## config.mk

```make
export PLATFORM = sky130hd
export DESIGN_NAME = seq_inverse_arith
export DESIGN_NICKNAME = d
export VERILOG_FILES = /design/src/rtl/seq_inverse_arith.sv
export SDC_FILE = /design/constraint.sdc
export NUM_CORES = 1
export LEC_CHECK = 0
export CAP_MARGIN = 10
export CORE_MARGIN = 3
export CORE_UTILIZATION = 30
export DETAILED_ROUTE_END_ITERATION = 7
export GPL_ROUTABILITY_DRIVEN = 0
export HOLD_SLACK_MARGIN = 0.06
export PLACE_DENSITY = 0.54
export SLEW_MARGIN = 0
export SYNTH_ARGS = -nofsm -noshare
export SYNTH_HDL_FRONTEND = slang
export SYNTH_SLANG_ARGS = --single-unit
```

## constraint.sdc

```tcl
create_clock -name clk -period 2.7 [get_ports clk]
set_input_delay 0.27 -clock clk [delete_from_list [all_inputs] [get_ports clk]]
set_output_delay 0.27 -clock clk [all_outputs]
set_load 0.02 [all_outputs]
```

## src/rtl/seq_inverse_arith.sv

```systemverilog
// Inverse arithmetic unit: recovers an operand from a sum (subtract) or product (divide).
// Subtract and divide-by-zero finish in one cycle; divide uses a 16-step restoring divider.
module seq_inverse_arith (
  input  logic        clk,
  input  logic        rst,
  input  logic        in_valid,
  output logic        in_ready,
  input  logic [15:0] y,
  input  logic [7:0]  b,
  input  logic        op_sel,
  output logic        out_valid,
  input  logic        out_ready,
  output logic [15:0] q,
  output logic [7:0]  r,
  output logic        err
);

  typedef enum logic [1:0] {IDLE, SUB, DIV, DONE} state_t;

  state_t      state, state_nxt;
  logic [15:0] y_reg;
  logic [7:0]  b_reg;
  logic        op_reg;
  logic [8:0]  part;
  logic [3:0]  cnt;

  logic        accept;
  logic        fits;
  logic [7:0]  rem_w;
  logic [15:0] quo_nxt;
  logic [16:0] diff;

  assign accept = in_valid & in_ready;

  // part holds the current trial value: previous remainder shifted left with the next dividend bit.
  // y_reg doubles as the dividend shifter and the quotient accumulator.
  always_comb begin
    fits    = part >= {1'b0, b_reg};
    rem_w   = fits ? 8'(part - {1'b0, b_reg}) : part[7:0];
    quo_nxt = {y_reg[14:0], fits};
    diff    = {1'b0, y_reg} - {9'b0, b_reg};
  end

  always_ff @(posedge clk or posedge rst) begin
    if (rst) state <= IDLE;
    else     state <= state_nxt;
  end

  always_comb begin
    state_nxt = state;
    in_ready  = 1'b0;
    out_valid = 1'b0;
    case (state)
      IDLE: begin
        in_ready = 1'b1;
        if (accept) state_nxt = (!op_sel || b == 8'd0) ? SUB : DIV;
      end
      SUB:  state_nxt = DONE;
      DIV:  if (cnt == 4'd15) state_nxt = DONE;
      DONE: begin
        out_valid = 1'b1;
        if (out_ready) state_nxt = IDLE;
      end
      default: state_nxt = IDLE;
    endcase
  end

  always_ff @(posedge clk or posedge rst) begin
    if (rst) begin
      y_reg  <= '0;
      b_reg  <= '0;
      op_reg <= 1'b0;
      part   <= '0;
      cnt    <= '0;
      q      <= '0;
      r      <= '0;
      err    <= 1'b0;
    end else begin
      case (state)
        IDLE: if (accept) begin
          y_reg  <= y;
          b_reg  <= b;
          op_reg <= op_sel;
          part   <= {8'd0, y[15]};
          cnt    <= '0;
        end
        SUB: begin
          r <= '0;
          if (op_reg && b_reg == 8'd0) begin
            q   <= 16'hFFFF;
            err <= 1'b1;
          end else begin
            q   <= diff[15:0];
            err <= diff[16];
          end
        end
        DIV: begin
          y_reg <= quo_nxt;
          part  <= {rem_w, y_reg[14]};
          cnt   <= cnt + 4'd1;
          if (cnt == 4'd15) begin
            q   <= quo_nxt;
            r   <= rem_w;
            err <= 1'b0;
          end
        end
        default: ;
      endcase
    end
  end

endmodule
```

==> flow_summary.toml <==
[global_routing]
grt_pass1_vias = 3296
overflow = 0
grt_first_pass_wirelength_um = 17560
grt_max_degree = 38
track_usage_pct = 15.27
antenna_found_initial = 0

[floorplanning]
core_area_sq_um = 12720
dieHeight_um = 120.5
io_pins = 56
start_util_pct = 30.89
rows = 41
die_area_sq_um = 14510
die_w_um = 120.5

[cts]
postCtsHoldBufs = 0
cts_buffer_depth = 2
cts_tree = "done"
cts.sinks = 64
numCtsBuffers = 9
post_cts_buffers = 0
htreeDepth = 3
cts-root-buf = "clkbuf_16"
cts.clk_slew.worst_paths_ns = 0.06
cts_resized = 0
clock_latency_ns = 0.33

[critical_path]
r2r_cells = 8
reg2reg_from = "b_reg[1]"
cp_max_fo = 9
worstPathRequired_ns = 2.87
rrSetupSlack_ns = 0.22
reg2reg_to = "part[3]"
startpoint_type = "flip-flop"
end_kind = "flip-flop"
worstSetupPathType = "reg2reg"
arrival_ns = 2.65

[synthesis]
synth_edf_count = 0
synth_seq_cells = 64
ys_async_sr_fraction_pct = 100.0
yosysMostFrequentCell = "dfrtp_1"
yosys.area.top_type_share_pct = 40.75
ys.flop_type = "dfrtp_1"
synth_area_sq_um = 3930
synth_seq_area_share_pct = 40.75
synth_nets = 456
synth_warnings = 0
synthTopCellsByCount = "dfrtp_1, nand2_1, o21ai_0, ha_1, mux2i_1"
ys_types = 65
synth_area_per_cell_sq_um = 9.704
synth_area_leaders = "dfrtp_1, ha_1, o21ai_0"
synth_top_area_cell = "dfrtp_1"
synthCells = 405

[pwr]
peakVddDrop_mv = 0.5769
power_switching_share_pct = 45.81
p_int_uw = 4105
switching_power_uw = 3470
leakagePower_uw = 0.002112
combPwrFrac_pct = 60.2
p_per_area_nw_per_um2 = 1515
power_frac_clock_pct = 15.6
seq_power_share_pct = 24.2

[drt]
viasPerCell = 5.077
vias = 3229
wl_per_cell_um = 16.61
drc_errors = 0
routed_wl_um = 10570
ant_nets = 0
drt-initial-drc-count = 196
dr.pass1.iters = 5

[run]
maxCapViolCount = 0

[placed_design]
portBuffers = 55
dp_hpwl_um = 7904
dpl.cell_count = 620

[timing]
timing.fmax_mhz = 403.4
fin_skew_ns = 0.008060
tns_ns = 0
worst_pin_slew_ns = 0.7752
finalMaxSlewViolations = 0
period_share_pct = 91.82
period_minus_slack_ns = 2.479
relSlewSlack_pct = 48.26
setup_viol = 0
hold_viol_final = 0
rsz0062_at_grt = "no"

[finish]
areaGrowthSynthToFinish_pct = 27.25
final_cell_count_no_fill = 636
antennaDiodeCount = 0
drive_above_1_share_pct = 11.42
fin_nets = 510
largest_reg_flops = 16

[outcome]
status = "finished clean"

[min_path]
holdCritPathClass = "in2async"
==> power by group through the flow <==
stage | sequential (uW) | clock (uW) | combinational [uW]
floorplan | 1890 | 0 | 3170
global placement | 1840 | 0 | 4510
detailed placement | 1850 | 0 | 4580
CTS | 1840 | 1200 | 4590
global route | 1900 | 1260 | 5110
finish | 1840 | 1180 | 4560
==> stage by stage <==
step	setup WS [ns]	utilization [%]	cell area [sq um]	total power [uW]	hold slack [ns]
3_5_place_dp	0.2421	36.89	4693	6429	0.4829
4_1_cts	0.2469	39.31	5001	7638	0.3735
2_1_floorplan	0.6689	-	3930	5053	0.4206
5_1_grt	0.01841	39.31	5001	8267	0.4087
6_report	0.2209	39.31	5001	7575	0.3482
3_3_place_gp	0.3643	36.89	4693	6346	0.4779
==> kinds of logic after synthesis <==
| group | count (synthesis) | share of synthesized area [%] |
|---|---|---|
| flops | 64 | 40.75 |
| fa+ha+maj | 22 | 7.386 |
| simple gates | 126 | 16.91 |
| mux | 29 | 7.705 |
| xor+xnor | 19 | 4.234 |
| compound gates | 111 | 19.49 |
| buf+inv | 34 | 3.534 |
==> area by class of cell <==
type	count	area, sq um
Timing Repair Buffer	61	620.6
Multi-Input combinational cell	307	2196
Tap cell	172	215.2
Sequential cell	64	1602
Clock inverter	6	68.82
Fill cell	1313	7721
Clock buffer	10	239.0
Inverter	16	60.06
==> metal layers <==
metal | GRT usage [%] | vias up | wire [um]
met4 | 5.241 | 0 | 165
met2 | 21.90 | 70 | 4572
met3 | 2.526 | 11 | 461
met5 | 0 | - | 0
met1 | 23.15 | 1564 | 5367
li1 | - | 1584 | -
==> critical path, cell delays in order (launching register included) <==
cell and delay, ns:
dfrtp_1 0.44, inv_1 0.12, ha_1 0.35, nor2b_1 0.26, o21ai_2 0.13, a31oi_4 0.21
nand2b_1 0.40, mux2i_1 0.32, o31ai_1 0.09
==> worst max path at each step <==
stage,slack (ns),cells after the start,endpoint,start
finish,0.22,8,part[3],b_reg[1]
global route,0.02,8,part[5],b_reg[1]
CTS,0.25,8,part[3],b_reg[1]
detailed placement,0.24,8,part[3],b_reg[1]
global placement,0.36,8,r[7],b_reg[1]
floorplan,0.67,9,part[4],b_reg[1]
==> placed cells by master, fill, tap and decap left out, types with 12 or more instances in the layout <==
master | synthesis | layout
dfrtp_1 | 64 | 64
clkdlybuf4s50_1 | 0 | 55
nand2_1 | 51 | 51
o21ai_0 | 41 | 40
mux2i_1 | 19 | 19
ha_1 | 20 | 19
inv_1 | 16 | 15
nor2_1 | 12 | 12
Power figures use the tool's default switching activity.
